<file path="config.mk">
export PLATFORM = sky130hd
export DESIGN_NAME = div_flat
export DESIGN_NICKNAME = d
export VERILOG_FILES = /design/src/rtl/div_if.sv /design/src/rtl/div.sv /design/src/flat_wrapper.sv
export SDC_FILE = /design/constraint.sdc
export NUM_CORES = 1
export LEC_CHECK = 0
export CAP_MARGIN = 0
export CORE_MARGIN = 2
export CORE_UTILIZATION = 45
export CTS_CLUSTER_SIZE = 14
export DETAILED_ROUTE_END_ITERATION = 10
export GPL_ROUTABILITY_DRIVEN = 0
export PLACE_DENSITY = 0.66
export SETUP_SLACK_MARGIN = 0.2
export SYNTH_ARGS = -nofsm -noshare
export SYNTH_HDL_FRONTEND = slang
export SYNTH_SLANG_ARGS = --single-unit
</file>
<file path="constraint.sdc">
create_clock -name clk -period 5.2 [get_ports clk]
set_input_delay 1.04 -clock clk [delete_from_list [all_inputs] [get_ports clk]]
set_output_delay 1.04 -clock clk [all_outputs]
set_load 0.005 [all_outputs]
</file>
<file path="src/rtl/div_if.sv">
// Request/response bundle between the EX stage and the divider.
// The EX stage drives the master side; the divider sits on the slave side.
interface div_if;
    logic        signed_div_i;
    logic [31:0] opdata1_i;
    logic [31:0] opdata2_i;
    logic        start_i;
    logic        annul_i;
    logic [63:0] result_o;
    logic        ready_o;

    modport master (
        output signed_div_i, opdata1_i, opdata2_i, start_i, annul_i,
        input  result_o, ready_o
    );

    modport slave (
        input  signed_div_i, opdata1_i, opdata2_i, start_i, annul_i,
        output result_o, ready_o
    );
endinterface

</file>
<file path="src/rtl/div.sv">
// Multi-cycle 32-bit restoring divider (signed and unsigned).
// Operands are reduced to magnitudes on capture, 32 shift-subtract steps
// produce quotient and remainder, and signs are restored on the way out.
// result_o is {remainder, quotient}; both outputs come straight from flops.
module div (
    input  logic  clk,
    input  logic  rst,
    div_if.slave  bus
);

    typedef enum logic [1:0] {FREE, BYZERO, ON, END} state_t;

    state_t      state, state_n;
    logic [5:0]  cnt, cnt_n;
    logic [31:0] dvs, dvs_n;
    logic [31:0] quo, quo_n;
    logic [31:0] rem, rem_n;
    logic        neg_quo, neg_quo_n;
    logic        neg_rem, neg_rem_n;
    logic [63:0] fin, fin_n;
    logic [63:0] result_q, result_n;
    logic        ready_q, ready_n;

    // 33-bit partial remainder for the current step: old remainder shifted
    // left with the next dividend bit brought in from the top of quo.
    logic [32:0] shifted;
    logic        fits;

    assign shifted = {rem, quo[31]};
    assign fits    = (shifted >= {1'b0, dvs});

    assign bus.result_o = result_q;
    assign bus.ready_o  = ready_q;

    // State and datapath registers; reset clears everything.
    always_ff @(posedge clk) begin
        if (rst) begin
            state    <= FREE;
            cnt      <= 6'd0;
            dvs      <= 32'h0;
            quo      <= 32'h0;
            rem      <= 32'h0;
            neg_quo  <= 1'b0;
            neg_rem  <= 1'b0;
            fin      <= 64'h0;
            result_q <= 64'h0;
            ready_q  <= 1'b0;
        end else begin
            state    <= state_n;
            cnt      <= cnt_n;
            dvs      <= dvs_n;
            quo      <= quo_n;
            rem      <= rem_n;
            neg_quo  <= neg_quo_n;
            neg_rem  <= neg_rem_n;
            fin      <= fin_n;
            result_q <= result_n;
            ready_q  <= ready_n;
        end
    end

    // Next-state and next-datapath logic. BYZERO dwells two edges (cnt 0,1)
    // so a zero divisor reports ready three edges after acceptance, and the
    // ON state spends one extra edge after the last step applying signs.
    always_comb begin
        state_n   = state;
        cnt_n     = cnt;
        dvs_n     = dvs;
        quo_n     = quo;
        rem_n     = rem;
        neg_quo_n = neg_quo;
        neg_rem_n = neg_rem;
        fin_n     = fin;
        result_n  = 64'h0;
        ready_n   = 1'b0;

        case (state)
            FREE: begin
                if (bus.start_i && !bus.annul_i) begin
                    quo_n     = (bus.signed_div_i && bus.opdata1_i[31]) ? -bus.opdata1_i : bus.opdata1_i;
                    dvs_n     = (bus.signed_div_i && bus.opdata2_i[31]) ? -bus.opdata2_i : bus.opdata2_i;
                    rem_n     = 32'h0;
                    cnt_n     = 6'd0;
                    fin_n     = 64'h0;
                    neg_quo_n = bus.signed_div_i && (bus.opdata1_i[31] ^ bus.opdata2_i[31]);
                    neg_rem_n = bus.signed_div_i && bus.opdata1_i[31];
                    state_n   = (bus.opdata2_i == 32'h0) ? BYZERO : ON;
                end
            end

            BYZERO: begin
                if (cnt == 6'd1) begin
                    fin_n   = 64'h0;
                    cnt_n   = 6'd0;
                    state_n = END;
                end else begin
                    cnt_n = cnt + 6'd1;
                end
            end

            ON: begin
                if (bus.annul_i) begin
                    cnt_n   = 6'd0;
                    state_n = FREE;
                end else if (cnt == 6'd32) begin
                    fin_n   = {(neg_rem ? -rem : rem), (neg_quo ? -quo : quo)};
                    cnt_n   = 6'd0;
                    state_n = END;
                end else begin
                    rem_n = fits ? (shifted[31:0] - dvs) : shifted[31:0];
                    quo_n = {quo[30:0], fits};
                    cnt_n = cnt + 6'd1;
                end
            end

            END: begin
                if (bus.start_i) begin
                    result_n = fin;
                    ready_n  = 1'b1;
                end else begin
                    state_n = FREE;
                end
            end

            default: state_n = FREE;
        endcase
    end

endmodule

</file>
<file path="src/flat_wrapper.sv">
// flat-port wrapper written by rule: the top's interface ports become plain ports
module div_flat 
  (clk, rst, bus_signed_div_i, bus_opdata1_i, bus_opdata2_i, bus_start_i, bus_annul_i, bus_result_o, bus_ready_o);
  div_if bus_i ();
  input  logic clk;
  input  logic rst;
  input wire logic [$bits(bus_i.signed_div_i)-1:0] bus_signed_div_i;
  input wire logic [$bits(bus_i.opdata1_i)-1:0] bus_opdata1_i;
  input wire logic [$bits(bus_i.opdata2_i)-1:0] bus_opdata2_i;
  input wire logic [$bits(bus_i.start_i)-1:0] bus_start_i;
  input wire logic [$bits(bus_i.annul_i)-1:0] bus_annul_i;
  output wire logic [$bits(bus_i.result_o)-1:0] bus_result_o;
  output wire logic [$bits(bus_i.ready_o)-1:0] bus_ready_o;
  assign bus_i.signed_div_i = bus_signed_div_i;
  assign bus_i.opdata1_i = bus_opdata1_i;
  assign bus_i.opdata2_i = bus_opdata2_i;
  assign bus_i.start_i = bus_start_i;
  assign bus_i.annul_i = bus_annul_i;
  assign bus_result_o = bus_i.result_o;
  assign bus_ready_o = bus_i.ready_o;
  div u_core (.clk(clk), .rst(rst), .bus(bus_i));
endmodule
</file>
* Word level (Yosys, flattened, before mapping)
Index checks and enable logic that the tools add are counted.
Storage, ports and cells: word-level logic and storage cells 79, RAM bits 0, input bits 69, output and inout bits 65, memories 0, register bits after elaboration 235, bits in latches 0, bits in read-only memories 0
Cells by class: reduce and logical (&&, ||, !) cells 16, magnitude comparators 1, equal/unequal tests 12, bitwise gates (word level) 3, muxes and demuxes 31, $mul 0, divide/modulo/power cells 0, add/subtract/negate cells 6, shift operators 0
Operators with widths (number):
- $mux W32 | 11
- $mux W64 | 4
- $pmux W64 S3 | 1
- $neg A32 Y32 | 4
- $pmux W32 S2 | 2
- $ge A33 B32 Y1 | 1
- $logic_not A32 Y1 | 1
- $sub A32 B32 Y32 | 1
- $mux W6 | 4
- $pmux W6 S3 | 1
- $mux W2 | 6
- $pmux W2 S4 | 1
- $reduce_and A4 Y1 | 2
- $add A6 B1 Y6 const B | 1
- $eq A6 B1 Y1 const B | 1
- $eq A6 B6 Y1 const B | 1
- $ne A2 B1 Y1 const B | 3
- $ne A2 B2 Y1 const B | 3
- $reduce_and A5 Y1 | 1
- $eq A2 B2 Y1 const B | 2
- $logic_and A1 B1 Y1 | 4
- $reduce_and A2 Y1 | 2
- $ne A3 B2 Y1 const B | 1
- $reduce_bool A3 Y1 | 1
- 9 further kinds | 10

* Depth between registers and ports, before layout
Gate-level depths: netlist (run 1).
depth after elaboration 5, depth in mapped cells 14, mapped depth without buffers 13

* Worst setup path after synthesis (run 1)
Ideal clock, no wire load.
path type input-to-reg, start point input bus_opdata1_i[16], end point register u_core.quo[29], arrival 3.089 ns, path slack 1.979 ns, buffers on the path 0, stages on the path 9, setup time 0.132 ns, required time 5.068 ns, cell sequence or4_1 -> or4_1 -> nor3_1 -> nand3_1 -> o41ai_1 -> xor2_1 -> o21ai_0 -> nand2_1 -> a21oi_1
On the way: longest elaborated chain between the ends 4
RTL lines:
- from (decl) | RTL line flat_wrapper.sv:8 | input wire logic [$bits(bus_i.opdata1_i)-1:0] bus_opdata1_i;
- $neg A32 Y32 | RTL line div.sv:80 | quo_n = (bus.signed_div_i && bus.opdata1_i[31]) ? -bus.opdata1_i : bus.opdata1_i;
- $mux W32 | RTL line div.sv:80
- $mux W32 | RTL line div.sv:79 | if (bus.start_i && !bus.annul_i) begin
- $pmux W32 S2 | RTL line div.sv:77 | case (state)
- to (signal assigned) | RTL line div.sv:52 | quo <= quo_n;
- to (decl) | RTL line div.sv:16 | logic [31:0] quo, quo_n;
Every way passes these cells. The select of a mux whose other input is x is not followed. A chain may end at the register's enable or synchronous reset.

* Worst setup path after layout (run 1)
start point register u_core.rem[11], end point register u_core.rem[16]
On the way: longest elaborated chain between the ends 5, elaborated cells on any way between the ends 6, classes of those cells 1 x add/sub; 1 x order compare; 4 x mux
RTL lines:
- from (decl) | RTL line div.sv:17 | logic [31:0] rem, rem_n;
- from (signal assigned) | RTL line div.sv:53 | rem <= rem_n;
- $sub A32 B32 Y32 / $ge A33 B32 Y1 (equally long branches) | RTL line div.sv:110, div.sv:30
- $mux W32 (*) | RTL line div.sv:110 | rem_n = fits ? (shifted[31:0] - dvs) : shifted[31:0];
- $mux W32 (*) | RTL line div.sv:105 | end else if (cnt == 6'd32) begin
- $mux W32 (*) | RTL line div.sv:102 | if (bus.annul_i) begin
- $pmux W32 S2 (*) | RTL line div.sv:77
Mark *: on every way between the ends. The rest lies on a longest branch, timed or not. The select of a mux whose other input is x is not followed.

==> results.md, run 1 <==
- Synthesis-stage register bit count: approximately 240
- Vias in the first global route: about 10,000
- Crit path cell chain: ha_1 > a2111oi_0 > o21ai_0 > a41oi_1 > nor3_1 > nor3_1 > a21oi_1 > a41oi_4 > buf_12 > nand2b_1 > a32o_1
- Period utilization: 0.750
- Layout area overhead: 19.5%
- Status: finished, final reports clean
- Detailed-route DRC error count: 0
- CP endpoint kind: flip-flop
- Max Cap Viol: 0
- Final instance area: 15,100 um2
- Class of the worst hold path: reg -> reg
- Clock tree sinks: ~240
- Worst IR Drop VDD: roughly 0.00026 V
- Die width: ~170 um
- CTS max path bufs: 3
- Drt via density: between 5 and 6
- Uppermost layer routed: met4
- Final Max Slew Viols: 0
- List of most frequent post-synthesis cells: dfxtp_1 (235), nand2_1 (212), nor2_1 (132)
- DR WL met3: 1730 um
- Top-count cell post-synth: dfxtp_1
- Core area: roughly 28,000 um2
- Die height: about 170 um
- First-pass GRT wire length: 50,200 um
- Dominant cell type by area after synthesis: dfxtp_1
- Routed met1 length: ~16,000 um
- Crit-path leading delay family: compound AO/OA/AOI/OAI gates
- Signal arrival time at the worst endpoint: 4.31 ns
- Sequential cell area: about 4700 um2
- IO Pins: 134
- CP Launch Type: flip-flop
- RSZ-0062 raised after global routing: no
- Dpl ws: around 1.2 ns
- Met2 routed WL: around 13,000 um
- IO buf count: ~130
- Post-synth ARST share: 0
- GRT Residual Overflow: 0
- Final core utilization: 0.545
- Setup tns final: 0 ns
- Primary FF master, synth: dfxtp_1
- Area after DPL: 14,200 um2
- Post-DP HPWL: 23,000 um
- Worst-path clk slew: around 0.070 ns
- Crit path time final: 3.90 ns
- Post-synth EDFFs: 0
- Netlist Area Pre-Place: 12,600 um2
- Number of nets in the layout: 1,786
- Die area: between 20,000 and 30,000 um2
- Leakage power: around 5.7 nW
- Cell count after synthesis: 1,586
- Synth area leaders: dfxtp_1 (37%), xnor2_1 (6.3%), nand2_1 (6.3%)
- CTS Root Cell: clkbuf_16
- Starting Density: 0.456
- Hold-fix buffers at CTS: 0
- Fill cells: 2,651
- H-tree levels: 1
- Sequential share of the synthesized area: 0.373
- Syn Nets: between 1,500 and 2,000
- Synth unique cells: 60
- Largest stage delay, worst path: around 0.78 ns
- Vias after detailed routing: about 11,000
- Worst-skew pair later-pin latency: between 0.5 and 0.6 ns
- Largest net degree at the start of global routing: 84
- Post_cts resized: 0
- PwrDens: around 370 nW/um2
- Initial DRC Count: between 700 and 800
- Worst R2R Setup Slack: approximately 1.3 ns
- Slew of the pin with the lowest slew margin: ~1.1 ns
- WP data required: 5.62 ns
- GRT Total Usage: 0.206
- Synth Area per Inst: 7.96 um2
- N_diodes: 0
- Total Wirelength: 31,000 um
- Fin Clk Skew: 0.0178 ns
- CTS tree: done
- Avg WL per Cell: roughly 15 um
- TritonRoute pass-1 iters: 5
- Classification of the worst setup path: reg -> reg
- Cts bufs inserted: 26
- Footprint of the multi-input gates: around 7400 um2
- Placed insts: approximately 2,000
- Area share of the largest cell type after synthesis: 0.373
- Count of final setup violators: 0
- Crit-path most repeated cell: nor3_1
- Hold Vio Cnt, Final: 0
- # rows: 61
- Syn. warnings: 0
- Worst-path fanout max: 22
- Number of post-CTS setup repair buffers: 0
- Number of nets still failing antenna checks after routing: 0
- Share of post-route cells with drive strength above 1: 0.0491
- Slew margin rel.: 0.247
- Final WS setup: between 1 and 1.5 ns
- CP max stage cell: a41oi_4
- F_max: 256 MHz
- Final cell count without fillers: 2,070
- Initial antenna violation count: 0
- Buf/Inv on CP: 1
[final timing paths]
check                       from             end  cells past startpoint
setup / recovery  u_core.rem[11]  u_core.rem[16]                     11
setup reg to reg  u_core.rem[11]  u_core.rem[16]                     11
hold reg to reg   u_core.fin[22]  u_core.fin[22]                      2
hold / removal    u_core.fin[22]  u_core.fin[22]                      2
[worst min-delay path: cells and delay by family, from the launching register on]
family	cells	cell delay [ns]
AND/OR/NAND/NOR	1	0.04
AO/OA/AOI/OAI	1	0.05
flip-flops	1	0.32
[registers in the layout (all words and copies together) (netlist names)]
name / flops
u_core.bus.result_o: 64
u_core.fin: 64
u_core.dvs: 32
u_core.quo: 32
u_core.rem: 32
u_core.cnt: 6
u_core.state: 2
u_core.bus.ready_o: 1
u_core.neg_quo: 1
u_core.neg_rem: 1
[cell families after synthesis]
kind of cell / count (synthesis) / synth area share
AOI/OAI and AO/OA: 403 / 0.195
xor gates and xnor gates: 144 / 0.0999
adders and majority gates: 45 / 0.0452
buffers and inverters: 149 / 0.0451
DFF: 235 / 0.373
muxes: 24 / 0.0190
and+or+nand+nor: 586 / 0.223
[final cells by class]
| type | count | area share |
|---|---|---|
| Multi-Input combinational cell | 1202 | 0.490 |
| Sequential cell | 235 | 0.312 |
| Timing Repair Buffer | 146 | 0.0953 |
| Clock buffer | 35 | 0.0500 |
| Tap cell | 378 | 0.0313 |
| Inverter | 61 | 0.0152 |
| Clock inverter | 13 | 0.00680 |
[layout by cell type, fill, tap and decap left out, types with 10 or more instances in the layout]
cell	count
xnor2_1	91
xor2_1	53
a21o_1	12
and2_1	74
or3_1	16
a211oi_1	31
nand4_1	10
o21ai_0	129
o31ai_1	22
nor4_1	14
clkdlybuf4s50_1	132
nor2_1	130
a21oi_1	119
dfxtp_1	235
and3_1	12
nand2b_1	18
ha_1	43
buf_4	13
or4_1	12
nand2_1	212
a22oi_1	28
inv_1	61
mux2i_1	24
o41ai_1	11
nand3_1	29
nor3_1	22
clkbuf_16	26
[routing by layer]
| metal | GRT usage | vias to the layer above |
|---|---|---|
| li1 | - | 5676 |
| met2 | 0.313 | 293 |
| met3 | 0.0242 | 43 |
| met5 | 0 | - |
| met1 | 0.313 | 4964 |
| met4 | 0.0442 | 0 |
[power breakdown]
part	internal, mW	leakage [nW]	switching, mW	total (mW)
Sequential	1.91	1.90	0.125	2.04
Clock	1.03	0.411	0.766	1.79
Combinational	0.631	3.39	1.10	1.73
[metrics by stage]
| stage | total power, mW | hold WS [ns] |
|---|---|---|
| floorplan | 3.34 | 0.417 |
| global placement | 3.77 | 0.426 |
| detailed placement | 3.79 | 0.435 |
| CTS | 5.58 | 0.449 |
| global route | 5.89 | 0.464 |
| finish | 5.56 | 0.445 |
Power figures use the tool's default switching activity.
==> run 2, diff against run 1 <==
==> constraint.sdc (replaced) <==
create_clock -name clk -period 4 [get_ports clk]
set_input_delay 0.8 -clock clk [delete_from_list [all_inputs] [get_ports clk]]
set_output_delay 0.8 -clock clk [all_outputs]
set_load 0.005 [all_outputs]
==> run 2 against run 1 <==
  * Clock skew is 0.0083 ns lower
  * Flip-flop and latch count is the same
  * Non-clock buffer count up 13
  * Highest routed layer unchanged
  * Power is 33% higher
  * Final area up 1.0%
  * Register-to-register slack worse by 0.86 ns
==> results.md, run 2 (synthesis gave the netlist of run 1 again) <==
- CP endpoint kind: flip-flop
- WP data required: approximately 4.4 ns
- CTS Root Cell: clkbuf_16
- GRT Residual Overflow: 0
- Slew margin rel.: 0.260
- CTS max path bufs: 3
- Power Total: ~7.4 mW
- Comb power frac: 0.312
- Die height: ~170 um
- Pint: a little under 5 mW
- # rows: between 60 and 70
- Class of the worst hold path: reg -> reg
- Number of nets still failing antenna checks after routing: 0
- Signal arrival time at the worst endpoint: between 3 and 4 ns
- Final Max Slew Viols: 0
- Initial antenna violation count: 0
- Vias in the first global route: slightly above 10,000
- Classification of the worst setup path: reg -> reg
- Die area: 29,400 um2
- Vias after detailed routing: 11,100
- Final core utilization: 0.550
- Most common cell after layout, fill and taps aside: dfxtp_1
- Commonest cells after routing, fill and taps aside: dfxtp_1 (235), nand2_1 (212), clkdlybuf4s50_1 (132)
- Worst-path clk slew: about 0.060 ns
- Largest net degree at the start of global routing: 81
- Die width: ~170 um
- Number of post-CTS setup repair buffers: 0
- Sequential cell area: 4700 um2
- Worst-skew pair later-pin latency: ~0.52 ns
- TritonRoute pass-1 iters: 5
- Sequential fraction of design power: 0.358
- Crit path time final: approximately 3.6 ns
- Total Wirelength: 31,100 um
- First-pass GRT wire length: 50,900 um
- Power share of the clock group: 0.331
- Slew of the pin with the lowest slew margin: ~1.1 ns
- IO Pins: between 100 and 150
- Number of nets in the layout: 1,798
- Cts bufs inserted: 25
- RSZ-0062 raised after global routing: no
- Initial DRC Count: 717
- F_max: ~280 MHz
- N_diodes: 0
- Leakage power: around 5.8 nW
- Fin Clk Skew: between 0.009 and 0.01 ns
- CTS tree: done
- PwrDens: 486 nW/um2
- Clock tree sinks: 235
- Hold Vio Cnt, Final: 0
- Share of post-route cells with drive strength above 1: 0.0546
- Fill cells: ~2,600
- Worst IR Drop VDD: ~0.00035 V
- Setup tns final: 0 ns
- Psw: around 2.6 mW
- Status: finished, final reports clean
- Hold-fix buffers at CTS: 0
- H-tree levels: 1
- Starting Density: 0.456
- Avg WL per Cell: approximately 15 um
- Count of final setup violators: 0
- Placed insts: about 2,000
- Period utilization: 0.889
- Detailed-route DRC error count: 0
- Layout area overhead: 20.7%
- Drt via density: roughly 5.3
- Final WS setup: between 0.4 and 0.5 ns
- Dpl ws: around 0.28 ns
- Post-DP HPWL: around 23,000 um
- Max Cap Viol: 0
- Worst-path fanout max: 23
- GRT Total Usage: 0.211
- Core area: ~28,000 um2
- IO buf count: 133
- Footprint of the multi-input gates: 7390 um2
- Post_cts resized: 0
- Final cell count without fillers: between 2,000 and 2,500
- CP Launch Type: flip-flop
- Net switching fraction of the power: 0.345
[run 2: cell type report]
type	instances	share of cell area
multi-input cells	1202	0.485
repair buffers	159	0.102
inverters	61	0.0150
clock buffers	33	0.0463
well taps	378	0.0310
flip-flops and latches	235	0.309
clock inverters	13	0.0119
[run 2: worst max-delay path, stage by stage, from the launching register on]
cell and delay, ns:
dfxtp_1 0.39, ha_1 0.41, and3_1 0.19, a21boi_0 0.24, o311ai_0 0.18, buf_4 0.19, a211oi_1 0.34, nor3_1 0.10
a21oi_1 0.36, a41oi_4 0.28, buf_12 0.26, nand3b_1 0.21, a32o_1 0.28
[run 2: final timing paths]
| check | startpoint | cells after the start | endpoint | slack, ns |
|---|---|---|---|---|
| worst max-delay path | u_core.rem[1] | 12 | u_core.rem[16] | 0.44 |
| worst min-delay path | u_core.fin[21] | 2 | u_core.fin[21] | 0.44 |
| worst max register to register | u_core.rem[1] | 12 | u_core.rem[16] | 0.44 |
| worst min register to register | u_core.fin[21] | 2 | u_core.fin[21] | 0.44 |
[run 2: per-stage QoR]
step | cell area, um2 | hold WS, ns
finish | 15200 | 0.442
global route | 15200 | 0.466
CTS | 15200 | 0.446
detailed placement | 14400 | 0.434
global placement | 14400 | 0.426
floorplan | 12600 | 0.417
[run 2: power by group through the flow]
stage          clock (mW)  sequential (mW)  combinational [mW]
2_1_floorplan           0             2.64                1.70
3_3_place_gp            0             2.69                2.27
3_5_place_dp            0             2.70                2.30
4_1_cts              2.50             2.65                2.31
5_1_grt              2.60             2.67                2.58
6_report             2.45             2.65                2.31
[run 2: routing by layer]
metal	GRT usage	wire length, um	vias up
met5	0	0	-
met4	0.0464	503	0
met3	0.0276	1660	35
met2	0.328	13100	281
met1	0.310	15800	5065
li1	-	-	5698
